**config.mk**
```make
export PLATFORM = sky130hd
export DESIGN_NAME = hazard3_pmp_cfg_sequencer
export DESIGN_NICKNAME = d
export VERILOG_FILES = /design/src/rtl/hazard3_pmp_cfg_sequencer_pkg.sv /design/src/rtl/hazard3_pmp_cfg_sequencer.sv
export SDC_FILE = /design/constraint.sdc
export NUM_CORES = 1
export LEC_CHECK = 0
export CORE_ASPECT_RATIO = 1.2
export CORE_MARGIN = 3
export CORE_UTILIZATION = 33
export DETAILED_ROUTE_END_ITERATION = 8
export GPL_TIMING_DRIVEN = 1
export PLACE_DENSITY = 0.78
export SLEW_MARGIN = 5
export SYNTH_ARGS = -nofsm -noshare
export SYNTH_HDL_FRONTEND = slang
export SYNTH_SLANG_ARGS = --single-unit
```
**constraint.sdc**
```tcl
create_clock -name clk -period 1.5 [get_ports clk]
set_input_delay 0.225 -clock clk [delete_from_list [all_inputs] [get_ports clk]]
set_output_delay 0.225 -clock clk [all_outputs]
set_load 0.02 [all_outputs]
```
**src/rtl/hazard3_pmp_cfg_sequencer_pkg.sv**
```systemverilog
// Shared constants and address helpers for the boot-time PMP programmer.
package hazard3_pmp_cfg_sequencer_pkg;

    // CSR numbers of the first PMP config and address registers
    localparam logic [11:0] PMPCFG0  = 12'h3a0;
    localparam logic [11:0] PMPADDR0 = 12'h3b0;

    // pmpcfg CSR holding the byte of region k (four regions per 32-bit word)
    function automatic logic [11:0] pmpcfg_csr(input logic [31:0] k);
        return PMPCFG0 + 12'(k >> 2);
    endfunction

    // pmpaddr CSR of region k
    function automatic logic [11:0] pmpaddr_csr(input logic [31:0] k);
        return PMPADDR0 + 12'(k);
    endfunction

endpackage

```
**src/rtl/hazard3_pmp_cfg_sequencer.sv**
```systemverilog
// Boot-time PMP programmer. Owns the PMP cfg port: after reset (or a start
// pulse in IDLE) it writes each preloaded region's pmpaddr, read-modify-writes
// its pmpcfg byte, reads the byte back and records any mismatch in a sticky
// error flag. In IDLE the CSR block is passed straight through to the PMP.
module hazard3_pmp_cfg_sequencer
    import hazard3_pmp_cfg_sequencer_pkg::*;
#(
    parameter int                          W_DATA       = 32,
    parameter int                          PMP_REGIONS  = 4,
    parameter int                          N_PRELOAD    = 2,
    parameter logic [8*PMP_REGIONS-1:0]    PRELOAD_CFG  = '0,
    parameter logic [32*PMP_REGIONS-1:0]   PRELOAD_ADDR = '0
) (
    input  logic              clk,
    input  logic              rst,
    input  logic              start,
    input  logic [11:0]       csr_addr,
    input  logic              csr_wen,
    input  logic [W_DATA-1:0] csr_wdata,
    output logic [W_DATA-1:0] csr_rdata,
    output logic              csr_stall,
    output logic [11:0]       pmp_cfg_addr,
    output logic              pmp_cfg_wen,
    output logic [W_DATA-1:0] pmp_cfg_wdata,
    input  logic [W_DATA-1:0] pmp_cfg_rdata,
    output logic              busy,
    output logic              done,
    output logic              error
);

    if (N_PRELOAD < 0 || N_PRELOAD > PMP_REGIONS || PMP_REGIONS < 1 ||
        PMP_REGIONS > 16 || W_DATA < 32) begin : g_param_check
        $error("hazard3_pmp_cfg_sequencer: need 0 <= N_PRELOAD <= PMP_REGIONS <= 16 and W_DATA >= 32");
    end

    localparam int K_W = (N_PRELOAD > 0) ? $clog2(N_PRELOAD + 1) : 1;
    localparam logic [K_W-1:0] K_LAST = K_W'((N_PRELOAD > 0) ? N_PRELOAD - 1 : 0);

    typedef enum logic [2:0] {
        S_RESET,
        S_WR_ADDR,
        S_RD_CFG,
        S_WR_CFG,
        S_VERIFY,
        S_FINISH,
        S_IDLE
    } state_t;

    state_t              state_q, state_d;
    logic [K_W-1:0]      k_q, k_d;
    logic                error_q, error_d;
    logic [W_DATA-1:0]   cfg_hold_q, cfg_hold_d;
    logic                busy_q, busy_d;
    logic                done_q, done_d;

    logic [31:0]         kk;
    logic [31:0]         byte_sel;
    logic [7:0]          preload_byte;
    logic [7:0]          readback_byte;
    logic [W_DATA-1:0]   merged_cfg;
    logic [11:0]         fsm_addr;
    logic                fsm_wen;
    logic [W_DATA-1:0]   fsm_wdata;
    logic                idle;

    // Sequencer next-state, region bookkeeping and the FSM's own view of the cfg port
    always_comb begin
        state_d       = state_q;
        k_d           = k_q;
        error_d       = error_q;
        cfg_hold_d    = cfg_hold_q;
        fsm_addr      = '0;
        fsm_wen       = 1'b0;
        fsm_wdata     = '0;
        kk            = 32'(k_q);
        byte_sel      = {30'd0, kk[1:0]};
        preload_byte  = PRELOAD_CFG[8*kk +: 8];
        readback_byte = pmp_cfg_rdata[8*byte_sel +: 8];
        merged_cfg    = cfg_hold_q;
        merged_cfg[8*byte_sel +: 8] = preload_byte;

        case (state_q)
            S_RESET: begin
                k_d     = '0;
                state_d = (N_PRELOAD > 0) ? S_WR_ADDR : S_FINISH;
            end
            S_WR_ADDR: begin
                // Address goes first so a preloaded L bit cannot lock out its own pmpaddr
                fsm_addr  = pmpaddr_csr(kk);
                fsm_wen   = 1'b1;
                fsm_wdata = W_DATA'(PRELOAD_ADDR[32*kk +: 32]);
                state_d   = S_RD_CFG;
            end
            S_RD_CFG: begin
                fsm_addr   = pmpcfg_csr(kk);
                cfg_hold_d = pmp_cfg_rdata;
                state_d    = S_WR_CFG;
            end
            S_WR_CFG: begin
                fsm_addr  = pmpcfg_csr(kk);
                fsm_wen   = 1'b1;
                fsm_wdata = merged_cfg;
                state_d   = S_VERIFY;
            end
            S_VERIFY: begin
                // Only the cfg byte is checked; the PMP may legalise it (e.g. TOR reads as OFF)
                fsm_addr = pmpcfg_csr(kk);
                if (readback_byte != preload_byte) begin
                    error_d = 1'b1;
                end
                if (k_q == K_LAST) begin
                    state_d = S_FINISH;
                end else begin
                    k_d     = k_q + K_W'(1);
                    state_d = S_WR_ADDR;
                end
            end
            S_FINISH: begin
                state_d = S_IDLE;
            end
            S_IDLE: begin
                // With nothing to preload a restart still walks RESET and FINISH
                if (start) begin
                    k_d     = '0;
                    error_d = 1'b0;
                    state_d = (N_PRELOAD > 0) ? S_WR_ADDR : S_RESET;
                end
            end
            default: begin
                state_d = S_RESET;
            end
        endcase

        busy_d = (state_d != S_IDLE);
        done_d = (state_d == S_FINISH);
    end

    // State and registered status flags; reset abandons any sequence in flight
    always_ff @(posedge clk or posedge rst) begin
        if (rst) begin
            state_q    <= S_RESET;
            k_q        <= '0;
            error_q    <= 1'b0;
            cfg_hold_q <= '0;
            busy_q     <= 1'b1;
            done_q     <= 1'b0;
        end else begin
            state_q    <= state_d;
            k_q        <= k_d;
            error_q    <= error_d;
            cfg_hold_q <= cfg_hold_d;
            busy_q     <= busy_d;
            done_q     <= done_d;
        end
    end

    // Cfg port mux: CSR pass-through in IDLE, except the start cycle which is stalled
    always_comb begin
        idle = (state_q == S_IDLE);
        if (idle && !start) begin
            pmp_cfg_addr  = csr_addr;
            pmp_cfg_wen   = csr_wen;
            pmp_cfg_wdata = csr_wdata;
            csr_stall     = 1'b0;
        end else if (idle) begin
            pmp_cfg_addr  = csr_addr;
            pmp_cfg_wen   = 1'b0;
            pmp_cfg_wdata = csr_wdata;
            csr_stall     = 1'b1;
        end else begin
            pmp_cfg_addr  = fsm_addr;
            pmp_cfg_wen   = fsm_wen;
            pmp_cfg_wdata = fsm_wdata;
            csr_stall     = 1'b1;
        end
        csr_rdata = idle ? pmp_cfg_rdata : '0;
    end

    assign busy  = busy_q;
    assign done  = done_q;
    assign error = error_q;

endmodule
```
==> impl_metrics.env <==
export IMPL_cpPeakStageDelay_ps=430
export IMPL_cts_tree="yes"
export IMPL_nets=540
export IMPL_cts_buffers=5
export IMPL_p_sw_frac=0.3670
export IMPL_violations="negative setup slack"
export IMPL_synth_area_um2=2437
export IMPL_grt_overflow_total=0
export IMPL_final_common_cell="clkdlybuf4s50_1"
export IMPL_max_vdd_ir_drop_mv=1.100
export IMPL_dp_cells=509
export IMPL_syn_to_final_growth_pct=117.1
export IMPL_startpoint="state_q[0]"
export IMPL_avgSynthCellArea_um2=10.33
export IMPL_grt_setup_unrepaired="true"
export IMPL_clkPwrFrac=0.101
export IMPL_hold_viol_final=0
export IMPL_path_cells="buf_6 > nor2_4 > buf_6 > bufbuf_16 > a22o_1 > buf_6"
export IMPL_instances_no_fill=544
export IMPL_combPwrFrac=0.684
export IMPL_grt_usage=0.2163
export IMPL_root_buffer="clkbuf_8"
export IMPL_antenna_found_initial=0
export IMPL_post_route_period_util=1.238
export IMPL_rr_startpoint="state_q[1]"
export IMPL_grt_pass1_wl_um=14790
export IMPL_ys_warn_count=0
export IMPL_max_slew_worst_pin_slew_ps=318.1
export IMPL_hold_buffers=0
export IMPL_crit_type="flop to primary output"
export IMPL_initial_utilization=0.3472
export IMPL_cpMostUsedCell="buf_6"
export IMPL_via_count=2781
export IMPL_ys_seq_area_frac=0.4112
export IMPL_wl_per_cell_um=18.81
export IMPL_syn_nets=320
export IMPL_drtPass1Iterations=4
export IMPL_hpwl_um=6392
export IMPL_p_seq_frac=0.215
export IMPL_syn_inst=236
export IMPL_postLayoutSetupSlackWorst_ps=-357.7
export IMPL_clock_latency_ps=290
export IMPL_crit_path_end_kind="primary output"
export IMPL_gp_congestion=0.7868
export IMPL_clock_sinks=40
export IMPL_clockBufferDepth=2
export IMPL_start_kind="flop"
export IMPL_io_buffers=160
export IMPL_setup_violations=112
export IMPL_chipHeight_um=100.1
export IMPL_p_int_mw=5.907
export IMPL_clk_pin_slew_worst_paths_ps=70
export IMPL_yosysUniqueCellTypes=32
export IMPL_antenna_left=0
export IMPL_drive_gt1_frac=0.5077
export IMPL_p_switching_mw=3.424
export IMPL_htree_levels=2
export IMPL_vias_per_cell=5.112
export IMPL_dieArea_um2=8458
export IMPL_fmax_mhz=538.3
export IMPL_cp_max_fo=5
export IMPL_cpMaxStageDelayCell="dfrtp_1"
export IMPL_post_place_ws_ps=-516.5
export IMPL_worst_hold_path_type="input port to asynchronous set/reset pin"
export IMPL_die_w_um=84.46
export IMPL_post_route_min_period_ps=1858
export IMPL_cellLeakagePower_nw=2.452
export IMPL_finClkSkew_ps=5.984
export IMPL_fin_tns_setup_ps=-26220
export IMPL_slew_violations=0
export IMPL_status="finished, violations left"
export IMPL_grt_max_degree=20
export IMPL_slew_headroom=0.7876
export IMPL_p_per_area_nw_per_um2=1763
export IMPL_synth_seq_cells=40
export IMPL_fill_cells=465
export IMPL_grt_pass1_vias=2919
export IMPL_rows=33
export IMPL_final_cell_mix="clkdlybuf4s50_1 (80), buf_6 (68), buf_4 (63)"
export IMPL_route_detailed_drc=0
export IMPL_crit_arrival_ps=1630
export IMPL_diodes=0
export IMPL_wl_um=10230
export IMPL_core_area_um2=7019
export IMPL_drt_iter0_drc=98
export IMPL_worst_ep_required_time_ps=1270
export IMPL_ios=161
export IMPL_r2r_setup_slack_ps=-230
export IMPL_drv_cap=0
==> worst max-delay path, delay by kind of cell (launching register included) <==
kind / cells / cell delay (ps)
compound gates: 1 / 150
simple gates: 1 / 110
flops: 1 / 430
buf+inv: 4 / 650
==> worst paths after layout <==
| check | to | depth (start not counted) |
|---|---|---|
| max | pmp_cfg_wdata[18] | 6 |
| min | error | 2 |
| max reg2reg | error | 7 |
| min reg2reg | cfg_hold_q[5] | 1 |
| max in group asynchronous | cfg_hold_q[2] | 3 |
| min in group clk | cfg_hold_q[5] | 1 |
==> state kept, by name (all words and copies together), names as in the netlist <==
register,flops
k_q,2
done,1
state_q,3
cfg_hold_q,32
busy,1
error,1
==> per-layer routing <==
layer | share of wire | global-route usage | vias to the layer above
met4 | 0.016 | 0.05603 | 0
met5 | 0 | 0 | -
met3 | 0.065 | 0.04351 | 12
met1 | 0.35 | 0.2466 | 1341
met2 | 0.56 | 0.4101 | 138
li1 | - | - | 1290
==> final cells by class <==
type	count	area, um^2	area share
multi-input combinational	173	1617	0.3054
clock inverter	1	30.03	0.005674
sequential	40	1005	0.1898
timing repair buffer	228	2406	0.4546
inverter	8	30.03	0.005674
tap	87	108.9	0.02057
clock buffer	7	96.34	0.01820
==> logic make-up after synthesis <==
group	Yosys count	share of synthesized area
AOI/OAI and AO/OA	54	0.1740
buffers and inverters	23	0.04466
muxes	33	0.1525
DFF	40	0.4112
and+or+nand+nor	82	0.1971
adders and majority gates	4	0.02053
==> cells in the mapped netlist (all sizes together) <==
library cell / count / area share
nor4: 9 / 0.023
nand2b: 4 / 0.010
dfstp: 1 / 0.011
o21ai: 5 / 0.010
nor4b: 1 / 0.0036
inv: 8 / 0.012
a21oi: 7 / 0.014
nor2b: 1 / 0.0026
nand4b: 1 / 0.0036
dfrtp: 39 / 0.40
nor3: 2 / 0.0041
and2b: 1 / 0.0031
and2: 38 / 0.098
ha: 4 / 0.021
nand2: 7 / 0.011
mux2: 33 / 0.15
o21bai: 1 / 0.0031
a22o: 34 / 0.12
or3: 1 / 0.0026
nor2: 14 / 0.026
clkbuf: 7 / 0.011
buf: 8 / 0.022
a22oi: 1 / 0.0051
a311oi: 1 / 0.0036
a21o: 5 / 0.015
nor3b: 1 / 0.0031
and3: 1 / 0.0026
or4: 1 / 0.0046
==> timing repair <==
action / in CTS / in global routing
buffers inserted: 15 / 10
setup endpoints to repair: 114 / 114
gates cloned: 5 / 4
pin swaps: 29 / 12
resized for setup: 462 / 84
==> through the flow <==
stage / hold slack (ps) / utilization / total power, mW / instance area, um^2
after floorplan: 359.7 / - / 4.447 / 2454
after detailed placement: 489.8 / 0.6355 / 6.657 / 4461
after global routing: 228.2 / 0.7540 / 9.769 / 5293
after CTS: 210.1 / 0.6989 / 8.275 / 4906
after global placement: 481.8 / 0.6355 / 6.540 / 4461
final: 208.9 / 0.7540 / 9.331 / 5293
==> power groups by stage <==
stage / sequential [mW] / clock (mW) / combinational, mW
final: 2.00 / 0.945 / 6.38
after global routing: 2.06 / 1.01 / 6.69
after CTS: 1.95 / 0.971 / 5.35
after detailed placement: 1.96 / 0 / 4.69
after global placement: 1.93 / 0 / 4.61
after floorplan: 1.87 / 0 / 2.58
No activity file was read; power rests on OpenSTA's default activity.
